File: src/rtl/pwm_capture.sv
// PWM/pulse-train capture: measures high time and rising-to-rising period in clk cycles,
// publishes one result per input period and flags a stuck input with a timeout strobe.
module pwm_capture #(
    parameter int BITS = 16
) (
    input  logic            clk,
    input  logic            reset_n,
    input  logic            pwm_in,
    output logic [BITS-1:0] high_count,
    output logic [BITS-1:0] period_count,
    output logic            valid,
    output logic            timeout,
    output logic            level
);

    typedef enum logic [1:0] {
        IDLE,
        HIGH,
        LOW
    } state_e;

    localparam logic [BITS-1:0] CNT_MAX = '1;
    localparam logic [BITS-1:0] CNT_ONE = BITS'(1);

    state_e          state_q, state_d;
    logic            s1_q, s2_q, prev_q;
    logic [BITS-1:0] cnt_q, cnt_d;
    logic [BITS-1:0] hi_q, hi_d;
    logic [BITS-1:0] high_q, high_d;
    logic [BITS-1:0] period_q, period_d;
    logic            valid_q, valid_d;
    logic            timeout_q, timeout_d;
    logic            rise, fall;

    assign rise = s2_q & ~prev_q;
    assign fall = ~s2_q & prev_q;

    // NOTE: the two-flop synchronizer is reset like every other flop so that an input
    // already high at reset release is seen as a rise (prev=0) and handled as a partial period.
    always_ff @(posedge clk or negedge reset_n) begin
        if (!reset_n) begin
            s1_q   <= 1'b0;
            s2_q   <= 1'b0;
            prev_q <= 1'b0;
        end else begin
            s1_q   <= pwm_in;
            s2_q   <= s1_q;
            prev_q <= s2_q;
        end
    end

    // NOTE: every next-state value gets a default first, so no path through the case infers a latch.
    always_comb begin
        state_d   = state_q;
        cnt_d     = cnt_q;
        hi_d      = hi_q;
        high_d    = high_q;
        period_d  = period_q;
        valid_d   = 1'b0;
        timeout_d = 1'b0;

        unique case (state_q)
            IDLE: begin
                cnt_d = '0;
                if (rise) begin
                    state_d = HIGH;
                    cnt_d   = CNT_ONE;
                end
            end
            HIGH: begin
                // Saturate rather than wrap; a late edge after all-ones is caught as a timeout.
                cnt_d = (cnt_q == CNT_MAX) ? cnt_q : cnt_q + CNT_ONE;
                if (fall) begin
                    state_d = LOW;
                    hi_d    = cnt_q;
                end else if (cnt_q == CNT_MAX) begin
                    state_d   = IDLE;
                    cnt_d     = '0;
                    timeout_d = 1'b1;
                    high_d    = CNT_MAX;
                    period_d  = '0;
                end
            end
            LOW: begin
                cnt_d = (cnt_q == CNT_MAX) ? cnt_q : cnt_q + CNT_ONE;
                if (rise) begin
                    state_d  = HIGH;
                    cnt_d    = CNT_ONE;
                    high_d   = hi_q;
                    period_d = cnt_q;
                    valid_d  = 1'b1;
                end else if (cnt_q == CNT_MAX) begin
                    state_d   = IDLE;
                    cnt_d     = '0;
                    timeout_d = 1'b1;
                    high_d    = '0;
                    period_d  = '0;
                end
            end
            default: begin
                state_d = IDLE;
                cnt_d   = '0;
            end
        endcase
    end

    always_ff @(posedge clk or negedge reset_n) begin
        if (!reset_n) begin
            state_q   <= IDLE;
            cnt_q     <= '0;
            hi_q      <= '0;
            high_q    <= '0;
            period_q  <= '0;
            valid_q   <= 1'b0;
            timeout_q <= 1'b0;
        end else begin
            state_q   <= state_d;
            cnt_q     <= cnt_d;
            hi_q      <= hi_d;
            high_q    <= high_d;
            period_q  <= period_d;
            valid_q   <= valid_d;
            timeout_q <= timeout_d;
        end
    end

    assign high_count   = high_q;
    assign period_count = period_q;
    assign valid        = valid_q;
    assign timeout      = timeout_q;
    assign level        = s2_q;

endmodule
File: config.mk
export PLATFORM = sky130hd
export DESIGN_NAME = pwm_capture
export DESIGN_NICKNAME = d
export VERILOG_FILES = /design/src/rtl/pwm_capture.sv
export SDC_FILE = /design/constraint.sdc
export NUM_CORES = 1
export LEC_CHECK = 0
export BUFFER_PORTS_ARGS = -buffer_cell sky130_fd_sc_hd__buf_2
export CAP_MARGIN = 20
export CORE_ASPECT_RATIO = 1.4
export CORE_MARGIN = 1.5
export CORE_UTILIZATION = 60
export CTS_CLUSTER_DIAMETER = 40
export DETAILED_ROUTE_END_ITERATION = 6
export PLACE_DENSITY = 0.83
export SLEW_MARGIN = 20
export SYNTH_ARGS = -nofsm -noshare
export SYNTH_HDL_FRONTEND = slang
export SYNTH_SLANG_ARGS = --single-unit
File: constraint.sdc
create_clock -name clk -period 6.7 [get_ports clk]
set_clock_uncertainty 0.2 [all_clocks]
set_input_delay 1.34 -clock clk [delete_from_list [all_inputs] [get_ports clk]]
set_output_delay 1.34 -clock clk [all_outputs]
set_load 0.02 [all_outputs]
# After elaboration in Yosys (flattened, before gate mapping)
# Index checks and enable logic that the tools add are counted.
# word_totals
register_bits	71
input_bits	3
output_inout_bits	35
wordCells	54
# op_classes
add_sub_neg	1
n_eq_ne	7
n_mux	27
n_bitwise	4
reduce_logical	5
# ops
op	count
2-to-1 mux 16 bit	12
one-hot mux 16 bit (2 select lines)	2
one-hot mux 16 bit (3 select lines)	1
adder 16 x 1 -> 16 bit (second input constant)	1
equality test 16 bit (second input constant)	1
2-to-1 mux 2 bit	4
2-to-1 mux 1 bit	6
inequality test 2 bit (second input constant)	3
one-hot mux 2 bit (3 select lines)	1
AND reduction 2 bit	2
AND reduction 4 bit	1
inequality test 3 bit (second input constant)	1
bitwise AND 1 bit	2
equality test 2 x 1 -> 1 bit (second input constant)	1
equality test 2 bit (second input constant)	1
zero test 2 bit	1
inverter 1 bit	2
one-hot mux 1 bit (2 select lines)	1
nonzero test 2 bit	1

# Logic depth before layout (Yosys ltp)
# Gate-level depths: netlist (run 1).
# logic_depth
depth_word	5
mapped_depth	9
depth_no_buf	8

# Worst setup path before layout (run 1)
# OpenSTA, ideal clock, no wires.
# synth_timing
kind	flip-flop to flip-flop
start	register state_q[1]
end	register high_q[10], in the netlist high_count[10]
setup_time_ps	126
arrival_ps	1868
required_time_ps	6374
path_slack_ps	4506
path_stages_with_launch	10
n_path_buf	3
synth_period_minus_slack_ps	2194
path_cell_list	dfrtp_1 -> inv_1 -> ha_1 -> buf_2 -> and3b_1 -> buf_4 -> nor2_2 -> a41oi_2 -> buf_2 -> a221o_1
# synth_between
elab_chain_len	3
word_cells_on_any_way	8
classes_between	5 x eq/ne; 1 x mux; 2 x reduce/logical
# synth_rtl
element	line_no	text
start, declared	25	state_e state_q, state_d;
start signal, assigned	117	state_q <= state_d;
equality test 2 bit or equality test 2 x 1 -> 1 bit (tied branches)	62	unique case (state_q)
inequality test 3 bit (no line), or another cell as far along	--	
AND reduction 4 bit (no line)	--	
end signal, assigned	120	high_q <= high_d;
end, declared	29	logic [BITS-1:0] high_q, high_d;
# Parallel ways exist; a longest one is shown, timed or not.
# A chain may end at the register's enable or synchronous reset.

# Worst setup path after layout (run 1)
# layout_timing
start	register state_q[1]
end	register high_q[8], in the netlist high_count[8]
# The elaborated chain is that of the path after synthesis.

==> impl_metrics.json, run 1 <==
{
  "pin_count": 38,
  "fmax_ghz": 0.340,
  "finalSetupTns_ps": 0,
  "grt_remaining_overflow": 0,
  "synth.largest_area_cell": "dfrtp_1",
  "path_clk_slew_ps": 70,
  "leakage_nw": 1.81,
  "rsz0062_at_grt": "no",
  "synth_edf_count": 0,
  "power_mw": 1.15,
  "ir_drop_mv": 0.168,
  "die_area_mm2": 0.00604,
  "setup_slack_ps": 3760,
  "cts_sinks": 71,
  "cts_setup_buffers": 0,
  "cts_resized": 0,
  "synth_most_common_cell": "dfrtp_1",
  "cts_tree": "done",
  "synthCells": 309,
  "regArea_mm2": 0.00178,
  "syn_area_mm2": 0.00335,
  "dp_slack_ps": 3550,
  "multi_input_area_mm2": 0.00140,
  "cp_max_fo": 18,
  "yosysSeqAreaShare_pct": 53.1,
  "synth_top_area_share_pct": 53.1,
  "cts_max_level": 3,
  "cts_root_buffer": "clkbuf_8",
  "maxSlewHeadroom_pct": 38.6,
  "grt_first_pass_wirelength_um": 11800,
  "gp_congestion": 0.811,
  "period_share_pct": 43.9,
  "hold_ws_ps": 154,
  "final_nets": 342,
  "cap_viol_max_count": 0,
  "cts_buffer_depth": 2,
  "ys_warn_count": 0,
  "synth-async-reset-ratio_pct": 100,
  "drtAntennaViolNets": 0,
  "synth_common_cells": "dfrtp_1 (71), nand2_1 (52), a22o_1 (32)",
  "worstMarginPinSlew_ps": 916,
  "grt_start_max_net_pins": 72,
  "grtUsageTotal_pct": 25.9,
  "routed_wl_um": 7190,
  "wl_per_cell_um": 17.7,
  "core_mm2": 0.00545,
  "hpwlAfterDp_um": 4770,
  "synth_top_flop_cell": "dfrtp_1",
  "cts_made_buffers": 9,
  "period_needed_ps": 2940,
  "rows": 32,
  "hold_viol": 0,
  "arrival_ps": 3030,
  "start_util_pct": 61.5,
  "drive_gt1_share_pct": 19.9,
  "start_kind": "flop",
  "drc": 0,
  "portBuffers": 37,
  "drt_iter0_markers": 273,
  "cts_hold_buf": 0,
  "antenna_cells": 0,
  "num_vias": 2529,
  "synthTopCellsByArea": "dfrtp_1 (53%), a22o_1 (8.4%), nand2_1 (5.8%), a221o_1 (4.8%), ha_1 (2.6%)",
  "path_class": "reg -> reg",
  "grt_pass1_vias": 2380,
  "synth_cell_types": 51,
  "syn_nets": 319,
  "clk_latency_ps": 360,
  "maxSlewViolCount": 0,
  "fp.dieW_um": 66.1,
  "area_growth_syn_to_layout_pct": 11.6,
  "status": "complete, no violations",
  "vias_per_cell": 6.24,
  "drtPass1Iterations": 4,
  "nFillCells": 435,
  "hold_path.class": "reg -> reg",
  "ys_ff_latch": 71,
  "powerDensity_mw_per_mm2": 307,
  "antenna_found_initial": 0,
  "synth_area_per_cell_um2": 10.8,
  "endpoint_kind": "flop",
  "worstPathRequired_ps": 6790,
  "dieHeight_um": 91.4,
  "setup_viol_count_final": 0
}
cells in the final DEF (no fill, tap or decap), types with 3 or more instances in the layout:
master / n
ha_1: 7
o21ai_0: 7
bufinv_16: 3
a211oi_1: 3
nand2_1: 52
buf_2: 37
nor3_1: 9
o211ai_1: 3
a21oi_1: 8
inv_1: 6
nand4_1: 3
o22ai_1: 6
clkinv_4: 3
a22o_1: 32
dfrtp_1: 71
xnor2_1: 6
clkbuf_8: 9
nand2b_1: 3
a221o_1: 16
nor4_1: 4
nand3_1: 7
nor2_1: 5
state kept, by name (all words and copies together), names as in the netlist:
register and flops:
cnt_q 16, hi_q 16, high_count 16, level 1
period_count 16, prev_q 1, s1_q 1, state_q 2
timeout 1, valid 1
area by class of cell:
type	count	area share (%)
Timing Repair Buffer	39	5.46
Multi-Input combinational cell	204	37.5
Sequential cell	71	47.5
Clock buffer	9	3.31
Clock inverter	7	3.25
Inverter	7	0.703
Tap cell	68	2.28
path summary, 6_finish.rpt:
| kind | from | endpoint | slack, ps | depth (start not counted) |
|---|---|---|---|---|
| setup / recovery | state_q[1] | high_count[8] | 3760 | 6 |
| hold reg to reg | s1_q | level | 150 | 0 |
| min in group asynchronous | reset_n | s1_q | 980 | 2 |
| max in group asynchronous | reset_n | cnt_q[15] | 4750 | 2 |
| hold / removal | s1_q | level | 150 | 0 |
| setup reg to reg | state_q[1] | high_count[8] | 3760 | 6 |
cell families (layout without fill, tap and decap cells):
kind of cell	count (synthesis)	in the layout	synth area share [%]
adder cells (fa/ha/maj)	7	7	2.62
AO/OA/AOI/OAI	91	91	22.3
multiplexers	1	1	0.299
flip-flops	71	71	53.1
AND/OR/NAND/NOR	98	98	14.7
XOR/XNOR	7	7	1.83
buffers and inverters	34	62	5.12
layer usage:
| layer | vias up | global-route usage [%] | share of wire, % | wire, µm |
|---|---|---|---|---|
| li1 | 1191 | - | - | - |
| met1 | 1254 | 35.9 | 44 | 3160 |
| met2 | 71 | 39.4 | 50 | 3610 |
| met3 | 13 | 4.96 | 3.9 | 279 |
| met4 | 0 | 11.2 | 1.9 | 140 |
| met5 | - | 0 | 0 | 0 |
where the power goes:
| part | internal (mW) | switching, mW | total [mW] |
|---|---|---|---|
| Sequential | 0.452 | 0.0215 | 0.473 |
| Clock | 0.248 | 0.171 | 0.419 |
| Combinational | 0.0788 | 0.177 | 0.256 |
| Total | 0.779 | 0.369 | 1.15 |
worst max-delay path: stages (launching register included):
cell	delay, ps
dfrtp_1	410
inv_1	120
ha_1	370
and3b_1	710
nor2_2	120
a41oi_2	680
a221o_1	270
stage by stage:
stage / util, % / std cells / instance area, µm²
2_1_floorplan: - / 309 / 3350
3_3_place_gp: 63.9 / 388 / 3480
3_5_place_dp: 63.9 / 388 / 3480
4_1_cts: 68.4 / 404 / 3730
5_1_grt: 68.6 / 405 / 3740
6_report: 68.6 / 405 / 3740
No activity file was read; power rests on OpenSTA's default activity.
==> run 2: changes to the inputs <==
--- a/config.mk
+++ b/config.mk
@@ -5,14 +5,15 @@
 export SDC_FILE = /design/constraint.sdc
 export NUM_CORES = 1
 export LEC_CHECK = 0
+export ABC_AREA = 1
 export BUFFER_PORTS_ARGS = -buffer_cell sky130_fd_sc_hd__buf_2
 export CAP_MARGIN = 20
 export CORE_ASPECT_RATIO = 1.4
 export CORE_MARGIN = 1.5
-export CORE_UTILIZATION = 60
+export CORE_UTILIZATION = 53
 export CTS_CLUSTER_DIAMETER = 40
 export DETAILED_ROUTE_END_ITERATION = 6
-export PLACE_DENSITY = 0.83
+export PLACE_DENSITY = 0.77
 export SLEW_MARGIN = 20
 export SYNTH_ARGS = -nofsm -noshare
 export SYNTH_HDL_FRONTEND = slang
==> constraint.sdc (replaced) <==
create_clock -name clk -period 2.6 [get_ports clk]
set_clock_uncertainty 0.2 [all_clocks]
set_input_delay 0.52 -clock clk [delete_from_list [all_inputs] [get_ports clk]]
set_output_delay 0.52 -clock clk [all_outputs]
set_load 0.02 [all_outputs]
==> run 2 against run 1 <==
Compared with the run above:
- the run now ends with DRC left
- synthesized cell count grew 33%
- count of clock-buffer cells in the layout is the same
- wire length grew 3.8%
- sequential power grew to 3.0 times the previous value
- die area grew 17%
- global-route usage shrank 2.5 points
- highest routed layer unchanged
- combinational power grew to 5.4 times the previous value
- setup slack lost 3300 ps
- hold slack lost 90 ps
==> impl_metrics.json, run 2 <==
{
  "status": "complete, but fails checks",
  "violations": "DRC",
  "cts_buffer_depth": 2,
  "final_cell_mix": "nand2_1 (135), dfrtp_1 (71), inv_1 (44)",
  "synthCells": 411,
  "start_util_pct": 55.5,
  "routed_wl_um": 7460,
  "period_share_pct": 83.7,
  "powerDensity_mw_per_mm2": 964,
  "hold_path.class": "in -> reg",
  "period_needed_ps": 2180,
  "grt_remaining_overflow": 0,
  "synth-simple-area-share_pct": 25.3,
  "maxSlewViolCount": 0,
  "endpoint_kind": "flop",
  "start_kind": "flop",
  "synth_edf_count": 0,
  "finalSetupTns_ps": 0,
  "num_vias": 2798,
  "synth_top_area_share_pct": 50.9,
  "clk_latency_ps": 360,
  "hold_viol": 0,
  "rows": 34,
  "ir_drop_mv": 0.354,
  "maxSlewHeadroom_pct": 57.0,
  "ys_ff_latch": 71,
  "nFillCells": 552,
  "gp_congestion": 0.923,
  "synth_top_family_by_area": "simple AND/OR/NAND/NOR gates",
  "fp.dieW_um": 71.6,
  "synth-xor-area-share_pct": 1.50,
  "rsz0062_at_grt": "no",
  "die_area_mm2": 0.00709,
  "area_growth_syn_to_layout_pct": 13.2,
  "cts_root_buffer": "clkbuf_8",
  "synth_top_flop_cell": "dfrtp_1",
  "drive_gt1_share_pct": 18.5,
  "drt_iter0_markers": 235,
  "antenna_found_initial": 0,
  "final_nets": 459,
  "cp_max_fo": 16,
  "cts_max_level": 3,
  "cts_made_buffers": 9,
  "yosysSeqAreaShare_pct": 50.9,
  "ys_warn_count": 0,
  "grtUsageTotal_pct": 23.4,
  "synthTopCellsByArea": "dfrtp_1 (51%), nand2_1 (15%), inv_1 (4.7%), o21ai_0 (3.6%), o22ai_2 (3.6%)",
  "grt_first_pass_wirelength_um": 12900,
  "muxShareOfSynthArea_pct": 0,
  "drtAntennaViolNets": 0,
  "antenna_cells": 0,
  "path_class": "reg -> reg",
  "leakage_nw": 1.87,
  "worstMarginPinSlew_ps": 645,
  "worstPathRequired_ps": 2610,
  "path_clk_slew_ps": 70,
  "synth_area_per_cell_um2": 8.50,
  "syn_nets": 421,
  "hpwlAfterDp_um": 5260,
  "setup_viol_count_final": 0,
  "synth_common_cells": "nand2_1 (135), dfrtp_1 (71), inv_1 (44)",
  "dieHeight_um": 99.1,
  "synth_fa_ha_area_share_pct": 2.51,
  "cts_tree": "done",
  "cts_sinks": 71,
  "fmax_ghz": 0.460,
  "synth_cell_types": 29,
  "arrival_ps": 2190,
  "synth-async-reset-ratio_pct": 100,
  "wl_per_cell_um": 14.2,
  "core_mm2": 0.00630,
  "synth_most_common_cell": "nand2_1",
  "cap_viol_max_count": 0,
  "grt_start_max_net_pins": 72,
  "grt_pass1_vias": 2742,
  "synth.largest_area_cell": "dfrtp_1",
  "drtPass1Iterations": 7,
  "synth_compound_area_share_pct": 11.9,
  "cts_resized": 0,
  "power_mw": 3.81,
  "final_common_cell": "nand2_1",
  "portBuffers": 37,
  "syn_area_mm2": 0.00349,
  "vias_per_cell": 5.32,
  "drc": 1,
  "pin_count": 38
}
==> run 2: changes by cell type in the layout (fill, tap and decap cells not counted), sizes merged, moves of 10 or more <==
cell / change
a221o: -16
a22o: -32
inv: +43
nand2: +86
nand3: +17
nor2: +29
nor3: -10
o21ai: +19
o22ai: +11
==> run 2: cell type report <==
class	count	area, µm²	share of cell area [%]
clock buffers	9	124	3.13
clock inverters	7	104	2.63
inverters	47	176	4.46
multi-input cells	277	1440	36.4
flip-flops and latches	71	1780	44.9
well taps	72	90.1	2.28
repair buffers	43	245	6.20
==> run 2: final timing paths <==
kind                            startpoint              end  slack (ps)  depth (start not counted)
worst max-delay path              cnt_q[0]  period_count[3]         420                          6
worst min-delay path                pwm_in             s1_q          60                          1
worst max register to register    cnt_q[0]  period_count[3]         420                          6
worst min register to register        s1_q            level         150                          0
max in group asynchronous          reset_n        cnt_q[10]        1390                          3
min in group asynchronous          reset_n  period_count[4]         500                          3
==> run 2: report_power, final <==
part           leakage [nW]  internal (mW)  switching [mW]  total (mW)
registers             0.940           1.31           0.106        1.41
logic                 0.812          0.442           0.951        1.39
clock network         0.114          0.551           0.458        1.01
==> run 2: what timing repair did <==
item / 4_1_cts / 5_1_grt
hold buffers: 1 / 0
buffers inserted: 0 / 0
setup endpoints to repair: 0 / 0
endpoints found under the hold margin: 65 / 0
==> run 2: metal layers <==
layer	GRT usage [%]	wire length, µm	vias up
li1	-	-	1383
met3	4.81	297	13
met4	10.3	161	0
met1	29.7	3150	1338
met2	38.3	3850	64
met5	0	0	-
==> run 2: kinds of logic after synthesis <==
family	after synthesis
simple gates	204
xor+xnor	6
fa+ha+maj	7
buf+inv	63
compound gates	60
flops	71
==> run 2: critical path, cell delays in order (launching register included) <==
cell,delay [ps]
dfrtp_1,420
ha_1,220
nand2_2,90
nor2_4,130
nand4_4,250
a21oi_4,570
o22ai_1,150
==> run 2: per-stage QoR <==
stage	worst slack, ps	hold WS [ps]	util (%)	area [µm²]	cells
2_1_floorplan	732	24.4	-	3490	411
3_3_place_gp	542	132	59.0	3720	509
3_5_place_dp	443	136	59.0	3720	509
4_1_cts	442	59.0	62.8	3960	526
5_1_grt	282	67.4	62.8	3960	526
6_report	424	63.4	62.8	3960	526
==> run 3: changes to the inputs <==
--- a/config.mk
+++ b/config.mk
@@ -10,10 +10,10 @@
 export CAP_MARGIN = 20
 export CORE_ASPECT_RATIO = 1.4
 export CORE_MARGIN = 1.5
-export CORE_UTILIZATION = 53
+export CORE_UTILIZATION = 58
 export CTS_CLUSTER_DIAMETER = 40
 export DETAILED_ROUTE_END_ITERATION = 6
-export PLACE_DENSITY = 0.77
+export PLACE_DENSITY = 0.8
 export SLEW_MARGIN = 20
 export SYNTH_ARGS = -nofsm -noshare
 export SYNTH_HDL_FRONTEND = slang
==> constraint.sdc (replaced) <==
create_clock -name clk -period 2.05 [get_ports clk]
set_clock_uncertainty 0.2 [all_clocks]
set_input_delay 0.41 -clock clk [delete_from_list [all_inputs] [get_ports clk]]
set_output_delay 0.41 -clock clk [all_outputs]
set_load 0.02 [all_outputs]
==> run 3 against run 2 <==
Compared with the run above:
- the flow now finishes without violations
- count of clock-buffer cells in the layout is the same
- combinational power is 39% higher
- cell count increased by 2.7%
- register-to-register slack got worse by 320 ps
- sequential share of layout area down 1.4 points
- flip-flop and latch count unchanged
- final area up 3.3%
- critical path depth is 2 higher
- critical endpoint is now high_count[0]
==> impl_metrics.json, run 3 (synthesis gave the netlist of run 2 again) <==
{
  "regArea_mm2": 0.00178,
  "rows": 33,
  "grtUsageTotal_pct": 26.0,
  "start_kind": "flop",
  "placed_area_mm2": 0.00378,
  "hpwlAfterDp_um": 5140,
  "cp_max_fo": 16,
  "routed_wl_um": 7720,
  "hold_viol": 0,
  "cts_buffer_depth": 2,
  "die_area_mm2": 0.00650,
  "period_share_pct": 94.8,
  "core_mm2": 0.00582,
  "period_needed_ps": 1940,
  "multi_input_area_mm2": 0.00147,
  "path_class": "reg -> reg",
  "num_vias": 2882,
  "gp_congestion": 1.00,
  "endpoint_kind": "flop",
  "grt_remaining_overflow": 0,
  "path_clk_slew_ps": 80,
  "powerDensity_mw_per_mm2": 1190,
  "drtAntennaViolNets": 0,
  "cts_made_buffers": 9,
  "worstMarginPinSlew_ps": 407,
  "drtPass1Iterations": 4,
  "ir_drop_mv": 0.557,
  "worstPathCellList": "inv_1 > ha_1 > inv_1 > nor2_2 > o21ai_4 > nand2_4 > nand2_1 > nand2_1",
  "final_common_cell": "nand2_1",
  "path_buf_inv": 2,
  "setup_viol_count_final": 0,
  "wl_per_cell_um": 14.3,
  "cts_sinks": 71,
  "grt_pass1_vias": 2726,
  "area_growth_syn_to_layout_pct": 17.0,
  "clk_latency_ps": 350,
  "pin_count": 38,
  "fin_area_mm2": 0.00409,
  "worst_path_max_delay_cell": "dfrtp_1",
  "hold_path.class": "reg -> reg",
  "start_util_pct": 60.0,
  "grt_start_max_net_pins": 72,
  "dp_cells": 514,
  "final_cell_mix": "nand2_1 (133), dfrtp_1 (71), inv_1 (44)",
  "nFillCells": 443,
  "cts_tree": "done",
  "final_util_pct": 70.2,
  "leakage_nw": 1.93,
  "crit_family": "simple AND/OR/NAND/NOR gates",
  "status": "complete, no violations",
  "grt_first_pass_wirelength_um": 12500,
  "worstPathRequired_ps": 2090,
  "dieHeight_um": 94.8,
  "cap_viol_max_count": 0,
  "hold_ws_ps": 183,
  "drive_gt1_share_pct": 21.9,
  "fp.dieW_um": 68.6,
  "cts_root_buffer": "clkbuf_8",
  "cpPeakStageDelay_ps": 410,
  "drt_iter0_markers": 301,
  "final_nets": 475,
  "antenna_cells": 0,
  "arrival_ps": 1980,
  "fin_cells": 540,
  "vias_per_cell": 5.34,
  "cts_max_level": 3,
  "power_mw": 4.88,
  "maxSlewViolCount": 0,
  "maxSlewHeadroom_pct": 72.9,
  "drc": 0,
  "fmax_ghz": 0.515,
  "antenna_found_initial": 0,
  "portBuffers": 37
}
run 3: per-layer routing:
metal | global-route usage [%] | vias up | routed length (µm)
met3 | 5.48 | 8 | 285
li1 | - | 1417 | -
met1 | 31.4 | 1395 | 3190
met5 | 0 | - | 0
met4 | 11.3 | 0 | 103
met2 | 43.8 | 62 | 4140
run 3: final cells by class:
| cell class | count | share of cell area [%] |
|---|---|---|
| Sequential cell | 71 | 43.5 |
| Tap cell | 70 | 2.14 |
| Clock buffer | 9 | 3.03 |
| Inverter | 47 | 4.32 |
| Clock inverter | 7 | 1.96 |
| Multi-Input combinational cell | 278 | 35.9 |
| Timing Repair Buffer | 58 | 9.22 |
run 3: per-stage QoR:
step	setup WS [ps]	TNS (ps)
global route	-3.09	-3.09
floorplan	182	0
global placement	29.3	0
detailed placement	-33.0	-252
CTS	-2.09	-2.09
finish	108	0
run 3: worst paths after layout:
path                                 start             to  slack, ps  cells past startpoint
worst min register to register        s1_q          level        180                      0
max in group asynchronous          reset_n      cnt_q[13]        950                      3
min in group asynchronous          reset_n         prev_q        400                      3
worst max-delay path            state_q[0]  high_count[0]        110                      8
worst max register to register  state_q[0]  high_count[0]        110                      8
worst min-delay path                  s1_q          level        180                      0
run 3: repair_timing:
action / 4_1_cts / 5_1_grt
cloned: 0 / 1
buffers inserted: 0 / 7
hold buffers: 2 / 0
endpoints found under the hold margin: 72 / 0
resized for setup: 2 / 4
pin swaps: 2 / 0
endpoints found under the setup margin: 22 / 34
run 3: power by group:
group          leakage (nW)  switching [mW]  internal (mW)  total, mW
registers             0.940           0.139           1.66       1.80
clock network         0.102           0.578          0.578       1.16
logic                 0.890            1.27          0.662       1.93
total                  1.93            1.98           2.90       4.88
